==> src/rtl/mdu_sequencer.sv <==
// mdu_sequencer
// Issues one multi-cycle MDU operation at a time (divide, low-performance
// multiply, carry-less multiply), stalls the pipeline while it runs, resolves
// divide-by-zero and signed-overflow divides without the divider, and holds
// the result until writeback acknowledges it. Supports pipeline kill and a
// watchdog that aborts a unit that never answers.

module mdu_sequencer #(
  parameter int TIMEOUT = 64
) (
  input  logic        clock,
  input  logic        reset,

  input  logic        issue_valid,
  input  logic        issue_div,
  input  logic        issue_mul,
  input  logic        issue_clmul,
  input  logic [2:0]  issue_funct3,
  input  logic [31:0] issue_rs1,
  input  logic [31:0] issue_rs2,
  input  logic [4:0]  issue_waddr,
  input  logic        kill,

  output logic        div_start,
  output logic        mul_start,
  output logic        clmul_start,
  output logic [2:0]  unit_funct3,
  output logic [31:0] unit_rs1,
  output logic [31:0] unit_rs2,
  output logic        unit_flush,

  input  logic        div_ready,
  input  logic        mul_ready,
  input  logic        clmul_ready,
  input  logic [31:0] div_result,
  input  logic [31:0] mul_result,
  input  logic [31:0] clmul_result,

  output logic        stall,
  output logic        wb_valid,
  output logic [4:0]  wb_waddr,
  output logic [31:0] wb_data,
  input  logic        wb_ack,
  output logic        timeout_err
);

  localparam int CW = $clog2(TIMEOUT);
  localparam logic [CW-1:0] CNT_LAST = CW'(TIMEOUT - 1);

  typedef enum logic [2:0] {
    IDLE       = 3'd0,
    WAIT_DIV   = 3'd1,
    WAIT_MUL   = 3'd2,
    WAIT_CLMUL = 3'd3,
    DONE       = 3'd4
  } state_t;

  state_t r_state;
  state_t w_next;

  logic [CW-1:0] r_cnt;
  logic [2:0]    r_funct3;
  logic [31:0]   r_rs1;
  logic [31:0]   r_rs2;
  logic [4:0]    r_waddr;
  logic [31:0]   r_wb_data;

  logic          w_anyFlag;
  logic          w_accept;
  logic          w_divZero;
  logic          w_overflow;
  logic          w_fastPath;
  logic [31:0]   w_fastData;
  logic          w_readySel;
  logic [31:0]   w_resultSel;
  logic          w_capture;
  logic          w_countUp;

  // An operation is taken only from IDLE, only if some unit is flagged, and never under kill.
  assign w_anyFlag = issue_div | issue_mul | issue_clmul;
  assign w_accept  = (r_state == IDLE) & issue_valid & w_anyFlag & ~kill;

  // Divide corner cases are answered directly; funct3[1] selects remainder, funct3[0] unsigned.
  assign w_divZero  = (issue_rs2 == 32'h0000_0000);
  assign w_overflow = ~issue_funct3[0] & (issue_rs1 == 32'h8000_0000) & (issue_rs2 == 32'hFFFF_FFFF);
  assign w_fastPath = issue_div & (w_divZero | w_overflow);

  // Result of the fast path: quotient all-ones or remainder = dividend on /0, MIN or 0 on overflow.
  always_comb begin
    w_fastData = 32'h0000_0000;
    if (w_divZero) begin
      w_fastData = issue_funct3[1] ? issue_rs1 : 32'hFFFF_FFFF;
    end else begin
      w_fastData = issue_funct3[1] ? 32'h0000_0000 : 32'h8000_0000;
    end
  end

  // Only the unit that was actually started may complete the wait; other ready pulses are ignored.
  always_comb begin
    w_readySel  = 1'b0;
    w_resultSel = 32'h0000_0000;
    unique case (r_state)
      WAIT_DIV: begin
        w_readySel  = div_ready;
        w_resultSel = div_result;
      end
      WAIT_MUL: begin
        w_readySel  = mul_ready;
        w_resultSel = mul_result;
      end
      WAIT_CLMUL: begin
        w_readySel  = clmul_ready;
        w_resultSel = clmul_result;
      end
      default: begin
        w_readySel  = 1'b0;
        w_resultSel = 32'h0000_0000;
      end
    endcase
  end

  // Next-state and pulse outputs; kill outranks ready, which outranks the watchdog.
  always_comb begin
    w_next      = r_state;
    div_start   = 1'b0;
    mul_start   = 1'b0;
    clmul_start = 1'b0;
    unit_flush  = 1'b0;
    timeout_err = 1'b0;
    w_capture   = 1'b0;
    w_countUp   = 1'b0;
    unique case (r_state)
      IDLE: begin
        if (w_accept) begin
          if (issue_div) begin
            w_next = w_fastPath ? DONE : WAIT_DIV;
          end else if (issue_mul) begin
            w_next = WAIT_MUL;
          end else begin
            w_next = WAIT_CLMUL;
          end
        end
      end
      WAIT_DIV, WAIT_MUL, WAIT_CLMUL: begin
        div_start   = (r_state == WAIT_DIV)   && (r_cnt == '0);
        mul_start   = (r_state == WAIT_MUL)   && (r_cnt == '0);
        clmul_start = (r_state == WAIT_CLMUL) && (r_cnt == '0);
        if (kill) begin
          unit_flush = 1'b1;
          w_next     = IDLE;
        end else if (w_readySel) begin
          w_capture = 1'b1;
          w_next    = DONE;
        end else if (r_cnt == CNT_LAST) begin
          timeout_err = 1'b1;
          unit_flush  = 1'b1;
          w_next      = IDLE;
        end else begin
          w_countUp = 1'b1;
        end
      end
      DONE: begin
        if (kill || wb_ack) begin
          w_next = IDLE;
        end
      end
      default: begin
        w_next = IDLE;
      end
    endcase
  end

  // State register.
  always_ff @(posedge clock or posedge reset) begin
    if (reset) begin
      r_state <= IDLE;
    end else begin
      r_state <= w_next;
    end
  end

  // Operand latch, watchdog counter and writeback data; counter restarts on every accept.
  always_ff @(posedge clock or posedge reset) begin
    if (reset) begin
      r_cnt     <= '0;
      r_funct3  <= 3'd0;
      r_rs1     <= 32'h0000_0000;
      r_rs2     <= 32'h0000_0000;
      r_waddr   <= 5'd0;
      r_wb_data <= 32'h0000_0000;
    end else begin
      if (w_accept) begin
        r_funct3 <= issue_funct3;
        r_rs1    <= issue_rs1;
        r_rs2    <= issue_rs2;
        r_waddr  <= issue_waddr;
        r_cnt    <= '0;
        if (w_fastPath) begin
          r_wb_data <= w_fastData;
        end
      end else begin
        if (w_countUp) begin
          r_cnt <= r_cnt + CW'(1);
        end
        if (w_capture) begin
          r_wb_data <= w_resultSel;
        end
      end
    end
  end

  assign unit_funct3 = r_funct3;
  assign unit_rs1    = r_rs1;
  assign unit_rs2    = r_rs2;
  assign wb_waddr    = r_waddr;
  assign wb_data     = r_wb_data;
  assign wb_valid    = (r_state == DONE);
  assign stall       = w_accept | ((r_state != IDLE) & ~((r_state == DONE) & wb_ack));

endmodule
==> config.mk <==
export PLATFORM = sky130hd
export DESIGN_NAME = mdu_sequencer
export DESIGN_NICKNAME = d
export VERILOG_FILES = /design/src/rtl/mdu_sequencer.sv
export SDC_FILE = /design/constraint.sdc
export NUM_CORES = 1
export LEC_CHECK = 0
export BUFFER_PORTS_ARGS = -buffer_cell sky130_fd_sc_hd__buf_2
export CAP_MARGIN = 20
export CORE_MARGIN = 4
export CORE_UTILIZATION = 35
export DETAILED_ROUTE_END_ITERATION = 8
export PLACE_DENSITY = 0.66
export SLEW_MARGIN = 20
export SYNTH_ARGS = -nofsm -noshare
export SYNTH_HDL_FRONTEND = slang
export SYNTH_SLANG_ARGS = --single-unit
==> constraint.sdc <==
create_clock -name clock -period 3.75 [get_ports clock]
set_clock_uncertainty 0.1 [all_clocks]
set_input_delay 0.375 -clock clock [delete_from_list [all_inputs] [get_ports clock]]
set_output_delay 0.375 -clock clock [all_outputs]
set_load 0.005 [all_outputs]
# ---- After elaboration in Yosys (flattened, before gate mapping)
# Index checks and enable logic that the tools add are counted.
# W data, S select, Z words.
dict set report word_totals {
  reg_bits 113
  in_bits 179
  output_inout_bits 111
  elab_cells 82
}
dict set report op_classes {
  add_sub_neg 1
  eq_ne 11
  n_mux 35
  bitwise 15
  reduce_logical 13
}
# operator count
set op_table {}
lappend op_table {{$mux W32} 6}
lappend op_table {{$pmux W32 S3} 1}
lappend op_table {{$eq A32 B32 Y1 const B} 2}
lappend op_table {{$logic_not A32 Y1} 1}
lappend op_table {{$mux W3} 7}
lappend op_table {{$mux W1} 17}
lappend op_table {{$mux W6} 2}
lappend op_table {{$pmux W3 S3} 1}
lappend op_table {{$and A1 B1 Y1} 8}
lappend op_table {{$add A6 B1 Y6 const B} 1}
lappend op_table {{$eq A3 B2 Y1 const B} 2}
lappend op_table {{$eq A6 B6 Y1 const B} 1}
lappend op_table {{$logic_not A6 Y1} 1}
lappend op_table {{$ne A2 B1 Y1 const B} 2}
lappend op_table {{$ne A4 B4 Y1 const B} 1}
lappend op_table {{$or A1 B1 Y1} 4}
lappend op_table {{$reduce_bool A2 Y1} 2}
lappend op_table {{$eq A3 B1 Y1 const B} 1}
lappend op_table {{$eq A3 B3 Y1 const B} 1}
lappend op_table {{$logic_and A1 B1 Y1} 3}
lappend op_table {{$logic_not A3 Y1} 1}
lappend op_table {{$not A1 Y1} 3}
lappend op_table {{$pmux W1 S3} 1}
lappend op_table {{$reduce_and A3 Y1} 1}
lappend op_table {{5 further kinds} 5}

# ---- Depth between registers and ports, before layout
# Gate-level depths: netlist (run 1).
dict set report logic_depth {
  word_depth 9
  mapped_depth 9
  ltp_nobuf 7
}

# ---- Worst setup path after synthesis (run 1)
# No wires, ideal clock.
dict set report synth_timing {
  kind {input -> register}
  from {in issue_rs1[1]}
  to {reg r_wb_data[10], in the netlist wb_data[10]}
  setup_ns 0.125
  t_arrival_ns 2.679
  t_required_ns 3.525
  slack_ns 0.846
  stages 8
  n_path_buf 2
  path_cell_list {or4_1 -> or4_1 -> or4_1 -> nor3_2 -> a211o_2 -> buf_6 -> buf_12 -> mux2_4}
}
dict set report synth_between {
  elab_chain_cells 7
}
# item line_no
set synth_lines {}
lappend synth_lines {{start, declared} 19} ;# input logic [31:0] issue_rs1,
lappend synth_lines {{$eq A32 B32 Y1} 85} ;# assign w_overflow = ~issue_funct3[0] & (issue_rs1 == 32'h8000_0000) & (issue_rs2 == 32'hFFFF_FFFF);
lappend synth_lines {{$and A1 B1 Y1 (2 in a row)} 85}
lappend synth_lines {{$or A1 B1 Y1} 86} ;# assign w_fastPath = issue_div & (w_divZero | w_overflow);
lappend synth_lines {{$and A1 B1 Y1} 86}
lappend synth_lines {{$ne A2 B1 Y1 (no source line)} --}
lappend synth_lines {{$reduce_and A2 Y1 (no source line)} --}
lappend synth_lines {{end signal, assigned} 199} ;# r_wb_data <= w_fastData;
lappend synth_lines {{end signal, assigned} 206} ;# r_wb_data <= w_resultSel;
lappend synth_lines {{end, declared} 66} ;# logic [31:0] r_wb_data;
# Every way passes these cells.
# A chain may end at the register's enable or synchronous reset.

# ---- Final worst setup path (run 1)
dict set report layout_timing {
  from {in issue_rs1[1]}
  to {reg r_wb_data[30], in the netlist wb_data[30]}
}
# The elaborated chain is that of the path after synthesis.

==> results of run 1 <==
[flip-flops by register name, summed over array words and instances (netlist names)]
name         count
wb_data         32
unit_rs1        32
unit_rs2        32
wb_waddr         5
r_state          3
r_cnt            6
unit_funct3      3
[cell usage in the layout, fill, tap and decap left out, types with 14 or more instances in the layout]
| cell type | instances |
|---|---|
| clkbuf_16 | 17 |
| nor2_1 | 14 |
| dfrtp_1 | 112 |
| nor4_1 | 14 |
| mux2_4 | 29 |
| o22ai_1 | 31 |
| buf_2 | 289 |
| mux2_2 | 106 |
| nor2b_1 | 31 |
| a22oi_1 | 32 |
[worst register-to-register path, delay by kind of cell (launching register included)]
kind	cells	cell delay, ps
AO/OA/AOI/OAI	1	110
AND/OR/NAND/NOR	3	1300
buffers and inverters	1	340
flip-flops	1	590
multiplexers	1	390
[repair_timing]
action                    in CTS  in global routing
resized for setup              0                  0
hold endpoints to repair      22                  0
hold buffers                   1                  0
[synthesized netlist by cell type, types with 3 or more instances]
cell type and instances:
o21ai_0 4, a21oi_1 5, a22oi_1 32, nor4b_1 3, buf_12 3, or4_1 4
nand4_1 9, nand2_1 8, nor3_1 3, nand4b_1 5, and3_1 5, xor2_1 4
mux2_4 29, nor2b_1 32, o22ai_1 31, buf_1 10, clkbuf_1 22, nor2_1 14
mux2_2 106, dfrtp_1 113, nor4_1 14, inv_1 5
[per-layer routing]
metal	GRT usage [%]	wire length (µm)	vias to the layer above
li1	-	-	2401
met2	32.5	9160	222
met1	25.4	8280	2496
met4	5.93	242	4
met3	6.63	1590	20
met5	0	23	-
[power by group through the flow]
| stage | clock (W) | sequential [W] | combinational (W) |
|---|---|---|---|
| 2_1_floorplan | 0 | 0.00203 | 0.00123 |
| 5_1_grt | 0.00192 | 0.00209 | 0.00235 |
| 6_report | 0.00183 | 0.00202 | 0.00214 |
| 4_1_cts | 0.00186 | 0.00203 | 0.00217 |
| 3_5_place_dp | 0 | 0.00203 | 0.00217 |
| 3_3_place_gp | 0 | 0.00202 | 0.00214 |
[layout make-up]
cell class | count | area [µm²]
clock buffer | 18 | 439
clock inverter | 14 | 228
fill | 1565 | 8330
inverter | 5 | 21.3
multi-input combinational | 330 | 2910
sequential | 113 | 2830
tap | 220 | 275
timing repair buffer | 300 | 1560
[stage by stage]
stage / setup WS [ps] / util [%] / power, W / cell area, µm²
finish: 784 / 49.8 / 0.00599 / 8260
global route: 586 / 49.8 / 0.00637 / 8260
CTS: 795 / 49.8 / 0.00606 / 8260
detailed placement: 359 / 45.7 / 0.00420 / 7580
global placement: 410 / 45.7 / 0.00415 / 7580
floorplan: 288 / - / 0.00326 / 5940
[cells by family (layout without fill, tap and decap cells)]
logic type,count (synthesis),count (layout)
multiplexers,136,136
AND/OR/NAND/NOR,108,108
XOR/XNOR,5,5
adder cells (fa/ha/maj),2,2
flip-flops,113,113
AO/OA/AOI/OAI,79,79
buffers and inverters,42,337
[worst paths after layout]
path                                startpoint           to  cells past startpoint
worst max-delay path              issue_rs1[1]  wb_data[30]                      8
worst min-delay path            issue_waddr[3]  wb_waddr[3]                      2
worst max register to register      r_state[0]  wb_data[30]                      6
worst min register to register     unit_rs1[2]  unit_rs1[2]                      1
max in group asynchronous                reset  wb_data[15]                      4
min in group asynchronous                reset  wb_waddr[4]                      3
==> run metrics, run 1 <==
Psw=0.00186 W; Wirelength per Cell=19.3 µm; worst hold margin=97.9 ps; worst vdd ir=approximately 370 µV; post-synth top area cell=dfrtp_1; Ports=290; 1st-iter DRT viols=about 150; TritonCTS clock tree=done; Synth area leaders=dfrtp_1, mux2_2, mux2_4; DRC viols=0; vias in the first global route=around 5500; initial antenna violation count=2; compound-cell area share of the yosys netlist=9.09%; share of power burned in registers=33.8%; Placeable Area=16600 µm²; critical path peak fanout=19; buffers plus inverters on the worst setup path=2; Max Slew Vio Count=0; CTS Buf Count=17; die extent in x=138 µm; postcts setup bufs=0; Synth async-reset ratio=100%; largest family of logic cells by synthesized area=multiplexers; # rows=47; EDFF count, synth=0; cell breakdown of the critical path=buf_2, or4_1, or4_1, or4_1, nor3_2, a211o_2, buf_4, mux2_2; via count=5143; Worst Path Arrival=about 3200 ps; Layout area overhead=38.9%; Syn Std Cell Area=approximately 5900 µm²; Post-Synth Simple-Gate Area=11.0%; Layout Nets=948; Clk pwr share=30.5%; largest net degree at the start of global routing=between 60 and 70; maxcap violations=0; top cell type's share of synthesized area=47.6%; worst hold path class=in2reg; die area=19100 µm²; DP HPWL=14.5 mm; GRT Util Overall=between 10% and 20%; Adder-Cell Fraction of Synth Area=0.421%; Crit Path Class=in2reg; RSZ-0062 raised after global routing=no; diodes inserted=0; P_leak=roughly 4 nW; Overflow after GRT=0; distinct cell type count after synthesis=42; Die Ht=138 µm; Comb power frac=35.7%; post-route clock period utilization=79.1%; f_max=337 MHz; clk sinks=around 110; CTS Root Cell=clkbuf_16; 1st-pass router iterations=5; Worst-Skew Late Latency=400 ps; Max stage delay on crit path=580 ps; status=completed; Fin. Hold Viols=0; Tightest Pin Transition=691 ps; CP max stage cell=or4_1; H-Tree Level Count=4; post-route ant nets=0; Final setup viols=0; CTS Buffer Depth=2; layout cell share with drive strength beyond 1=between 60 and 70%; R2R Setup Slk=810 ps; first-pass GRT wire length=30.6 mm; CTS clock-pin slew for the worst setup and hold paths=60 ps; Avg Cell Area, Syn=12.3 µm²; Startpoint Class=primary input; Setup crit end kind=flip-flop; Int Power=0.00413 W; WL final=a little under 20 mm; CP most frequent cell=or4_1; syn nets=666; WP data required=a little under 4000 ps; placed cell count=approximately 970; Port Buffers=289; ys flop type=dfrtp_1; register area share after synthesis=a little under half; initial core utilization=between 30% and 40%; Cell Count, Final, Fillers Out=1000; Slew HR=around 54%; Seq cells post-synth=113; mux share of post-synthesis cell area=27.6%; Post-Syn Instances=485; synth warn=0; routability-driven placement congestion ratio=about 0.8; vias per cell=a little over 5; Pwr per Cell Area=just over 700 nW/µm²; Synth Area in XOR/XNOR=0.737%; crit-path leading delay family=simple AND/OR/NAND/NOR gates; Setup TNS=0 ps; switch share=31.1%; Period minus WS final=2970 ps
No activity file was read; power rests on OpenSTA's default activity.
==> inputs of run 2 (changes only) <==
Clock period 3.75 ns to 2.75 ns, I/O delays scaled along.
==> run 2 against run 1 <==
Critical path depth unchanged; first-iteration DRC count increased by 48%; utilization is 0.48 points higher; via count is essentially flat; count of clock-buffer cells in the layout unchanged; largest cell class unchanged; highest routed layer is now met4.
==> run metrics, run 2 (synthesis results as in run 1) <==
status=completed; design area=8340 µm² (+0.95%); Ports=290 (unchanged); hold path depth=2 (unchanged); H-Tree Level Count=4 (unchanged); Placeable Area=16600 µm² (unchanged); 1st-pass router iterations=5 (unchanged); Layout fillers=1548 (-1.1%); Overflow after GRT=0 (unchanged); Slew HR=61.7% (+7.8 points); post-route clock period utilization=between 90% and 100%; Fin. Hold Viols=0 (unchanged); Max Slew Vio Count=0 (unchanged); 1st-iter DRT viols=216 (+48%); Startpoint Class=primary input; worst hold margin=30.7 ps (-67.2 ps); maxcap violations=0 (unchanged); GRT Util Overall=19.3% (-0.65 points); DP HPWL=14.5 mm (-0.45%); die extent in x=138 µm (unchanged); via count=5147 (+0.078%); routability-driven placement congestion ratio=0.788 (-1.3%); Cell Count, Final, Fillers Out=1019 (+1.9%); initial antenna violation count=0 (-2); Final setup viols=0 (unchanged); Tightest Pin Transition=575 ps (-117 ps); Crit Path Class=in2reg; Worst-Skew Late Latency=400 ps (about the same); hold endpoint=unit_rs2[26]; Setup TNS=0 ps (unchanged); CTS Buffer Depth=2 (unchanged); placed cell count=980 (+1.3%); postcts setup bufs=0 (unchanged); most common cell after layout, fill and taps aside=buf_2; initial core utilization=35.8% (unchanged); diodes inserted=0 (unchanged); Setup crit end kind=flip-flop; clk sinks=113 (unchanged); CTS clock-pin slew for the worst setup and hold paths=60 ps (about the same); Pwr per Cell Area=939 nW/µm² (+29%); most frequent cells in the layout=buf_2, dfrtp_1, mux2_2, a22oi_1; TritonCTS clock tree=done; first-pass GRT wire length=29.4 mm (-3.8%); Layout Nets=967 (+2.0%); Die Ht=138 µm (unchanged); worst vdd ir=613 µV (+67%); DRC viols=0 (unchanged); largest net degree at the start of global routing=63 (-3.1%); CTS Buf Count=17 (unchanged); die area=19100 µm² (unchanged); RSZ-0062 raised after global routing=no; Period minus WS final=2670 ps; Placement Cell Area=7690 µm² (+1.5%); f_max=374 MHz; Worst R2R End=wb_data[29]; Pwr Total=0.00783 W (+31%); P_leak=3.99 nW (+1.0%); depth of the worst register-to-register path=7 (+1); Port Buffers=289 (unchanged); # rows=47 (unchanged); Worst Path Arrival=2860 ps (-300 ps); critical path peak fanout=24 (+5); worst hold path class=in2reg; WP data required=2940 ps (-1000 ps); layout cell share with drive strength beyond 1=61.1% (+0.18 points); Wirelength per Cell=18.5 µm (-3.9%); R2R Setup Slk=250 ps (-560 ps); Layout area overhead=40.3%; vias per cell=5.05 (-1.8%); WL final=18.9 mm (-2.1%); post-route ant nets=0 (unchanged); R2R Path Start=r_state[0]; vias in the first global route=5342 (-2.5%); Hold Path Origin=issue_rs2[26]; CTS Root Cell=clkbuf_16
## run 2: cell count changes in the layout (fill, tap and decap cells not counted), sizes merged
cell	previous run	this run
clkinvlp	1	5
bufinv	5	2
dlygate4sd3	1	7
inv	8	5
buf	299	312
clkinv	5	7
## run 2: worst max-delay path by stage
| stage | start | to | cells past startpoint |
|---|---|---|---|
| floorplan | issue_rs1[1] | wb_data[10] | 8 |
| global placement | issue_rs1[1] | wb_data[29] | 8 |
| detailed placement | issue_rs1[1] | wb_data[30] | 8 |
| CTS | issue_rs1[1] | wb_data[30] | 8 |
| global route | issue_rs1[1] | wb_data[30] | 8 |
| finish | issue_rs1[1] | wb_data[29] | 8 |
## run 2: layout make-up
cell class,instances,area (µm²),share of cell area [%]
Multi-Input combinational cell,330,2910,34.9
Sequential cell,113,2830,33.9
Timing Repair Buffer,319,1730,20.7
Clock buffer,18,429,5.15
Tap cell,220,275,3.30
Clock inverter,14,141,1.70
Inverter,5,22.5,0.270
## run 2: where the power goes
part / switching [W] / leakage (nW) / internal (W) / total (W)
combinational: 0.00135 / 2.32 / 0.00165 / 0.00300
clock: 0.000783 / 0.272 / 0.00133 / 0.00211
sequential: 0.000358 / 1.40 / 0.00236 / 0.00272
## run 2: repair_timing
item                                    in CTS  in global routing
endpoints found under the setup margin       0                  3
endpoints found under the hold margin       27                  0
hold buffers                                 7                  0
gates resized for setup                      0                  1
## run 2: critical path, stage by stage
cell,delay (ps)
buf_2,120
or4_4,550
or4_1,540
or4_1,430
nor3_2,160
a211o_2,190
buf_12,210
mux2_2,350
## run 2: layer usage
| layer | part of all wire [%] | GRT usage (%) | up-vias |
|---|---|---|---|
| met3 | 7.7 | 6.84 | 17 |
| li1 | - | - | 2434 |
| met2 | 49 | 32.2 | 203 |
| met4 | 1.2 | 5.15 | 0 |
| met5 | 0 | 0 | - |
| met1 | 42 | 23.9 | 2493 |
## run 2: through the flow
step / setup WS [ps] / util, %
after floorplan: 15.1 / -
after global placement: -324 / 46.4
after detailed placement: -396 / 46.4
after CTS: 44.7 / 50.2
after global routing: 40.1 / 50.3
final: 78.1 / 50.3
==> inputs of run 3 (changes only) <==
Settings changed: RECOVER_POWER set to 100.
==> run 3 against run 2 <==
Sequential cell count did not move; maximum frequency grew 1.1%; routed wire length is 0.23% lower; global-route usage stayed put; sequential power about the same; hold slack worse by 2.3 ps; sequential share of layout area rose by 1.1 points; total power is 3.2% lower; non-clock buffer count unchanged; first-iteration DRC count is 11% higher.
==> run metrics, run 3 (synthesis results as in run 1) <==
vias in the first global route=5342 (unchanged); Pwr Total=0.00757 W (-3.2%); post-route ant nets=0 (unchanged); Hold Path Origin=issue_rs2[26]; f_max=378 MHz (+1.1%); die area=19100 µm² (unchanged); Tightest Pin Transition=1030 ps (+454 ps); CTS Buffer Depth=2 (unchanged); initial core utilization=35.8% (unchanged); Worst R2R End=unit_rs1[24]; DRC viols=0 (unchanged); Die Ht=138 µm (unchanged); buffers plus inverters on the worst setup path=2 (unchanged); 1st-pass router iterations=4 (-1); postcts setup bufs=0 (unchanged); depth of the worst register-to-register path=4 (-3); cell breakdown of the critical path=clkbuf_1, or4_4, or4_1, or4_1, nor3_2, a211o_2, buf_12, mux2_1; Fin. Hold Viols=0 (unchanged); Placeable Area=16600 µm² (unchanged); largest net degree at the start of global routing=63 (unchanged); most common cell after layout, fill and taps aside=buf_2; Final setup viols=0 (unchanged); RSZ-0062 raised after global routing=no; Setup crit end kind=flip-flop; GRT Util Overall=19.3% (unchanged); diodes inserted=0 (unchanged); CP most frequent cell=or4_1; # rows=47 (unchanged); Port Buffers=289 (unchanged); P_leak=3.66 nW (-8.2%); R2R Path Start=r_state[1]; worst vdd ir=583 µV (-4.9%); final core occ=48.8% (-1.5 points); Critical Path Stages=8 (unchanged); Slew HR=31.0% (-31 points); CP Capture Point=wb_data[23]; CTS clock-pin slew for the worst setup and hold paths=60 ps (about the same); maxcap violations=0 (unchanged); Wirelength per Cell=18.5 µm (-0.23%); CP startpoint=issue_rs1[1]; Ports=290 (unchanged); H-Tree Level Count=4 (unchanged); R2R Setup Slk=250 ps (about the same); initial antenna violation count=0 (unchanged); Max Slew Vio Count=0 (unchanged); CP max stage cell=or4_4; status=completed; worst hold path class=in2reg; routability-driven placement congestion ratio=0.788 (unchanged); CTS Buf Count=17 (unchanged); DP HPWL=14.5 mm (unchanged); first-pass GRT wire length=29.4 mm (unchanged); 1st-iter DRT viols=239 (+11%); vias per cell=5.05 (about the same); Layout area overhead=36.0%; via count=5145 (-0.039%); critical path peak fanout=24 (unchanged); TritonCTS clock tree=done; Crit Path Class=in2reg; Overflow after GRT=0 (unchanged); WL final=18.8 mm (-0.23%); Pwr per Cell Area=937 nW/µm² (-0.22%); crit-path leading delay family=simple AND/OR/NAND/NOR gates; WP data required=2930 ps (about the same); Max stage delay on crit path=560 ps (about the same); Layout Nets=967 (unchanged); most frequent cells in the layout=buf_2, dfrtp_1, mux2_2, clkbuf_1, a22oi_1; die extent in x=138 µm (unchanged); post-route clock period utilization=96.1% (-1.1 points); Worst Path Arrival=2820 ps (-40 ps); layout cell share with drive strength beyond 1=46.4% (-15 points); CTS Root Cell=clkbuf_16; Layout fillers=1621 (+4.7%); Worst-Skew Late Latency=410 ps (about the same); Startpoint Class=primary input; Period minus WS final=2640 ps (-29.8 ps); clk sinks=113 (unchanged)
[run 3: cell count changes in the layout (fill, tap and decap cells not counted), sizes merged]
cell / delta
clkbuf: +94
buf: -94
[run 3: worst min path at each step]
stage,end,slack (ps),cells after the start
6_report,unit_rs2[26],30,2
5_1_grt,unit_rs2[26],10,2
4_1_cts,unit_rs2[1],4,2
3_5_place_dp,unit_funct3[2],240,2
3_3_place_gp,unit_funct3[2],240,2
2_1_floorplan,r_state[1],270,1
[run 3: where the power goes]
group | switching [W] | internal, W
registers | 0.000366 | 0.00236
logic | 0.00133 | 0.00141
clock network | 0.000784 | 0.00133
[run 3: per-stage QoR]
stage / instance area [µm²] / TNS (ps) / instances / setup slack, ps / hold slack, ps
finish: 8090 / 0 / 1019 / 108 / 28.5
floorplan: 5950 / 0 / 485 / 15.1 / 271
global route: 8090 / 0 / 1019 / 38.5 / 12.1
CTS: 8330 / 0 / 1019 / 44.7 / 3.57
global placement: 7690 / -9170 / 980 / -324 / 243
detailed placement: 7690 / -11430 / 980 / -396 / 244
[run 3: worst reg2reg max path, delay by kind of cell, from the launching register on]
family	cells	cell delay, ps
buffers and inverters	1	730
flip-flops	1	370
multiplexers	1	470
AND/OR/NAND/NOR	2	710
[run 3: layout make-up]
type / count / area [µm²] / share of cell area [%]
Multi-Input combinational cell: 330 / 2820 / 34.8
Timing Repair Buffer: 319 / 1580 / 19.5
Tap cell: 220 / 275 / 3.40
Clock inverter: 14 / 141 / 1.75
Sequential cell: 113 / 2830 / 35.0
Inverter: 5 / 20.0 / 0.248
Clock buffer: 18 / 429 / 5.31
[run 3: repair_timing]
action | 4_1_cts | 5_1_grt
hold buffers | 7 | 0
setup endpoints to repair | 0 | 3
resized for setup | 0 | 1
endpoints found under the hold margin | 27 | 0
[run 3: metal layers]
| metal | up-vias | global-route usage (%) | routed length (µm) |
|---|---|---|---|
| li1 | 2438 | - | - |
| met1 | 2480 | 23.9 | 7900 |
| met2 | 205 | 32.2 | 9190 |
| met3 | 22 | 6.84 | 1490 |
| met4 | 0 | 5.15 | 272 |
| met5 | - | 0 | 0 |
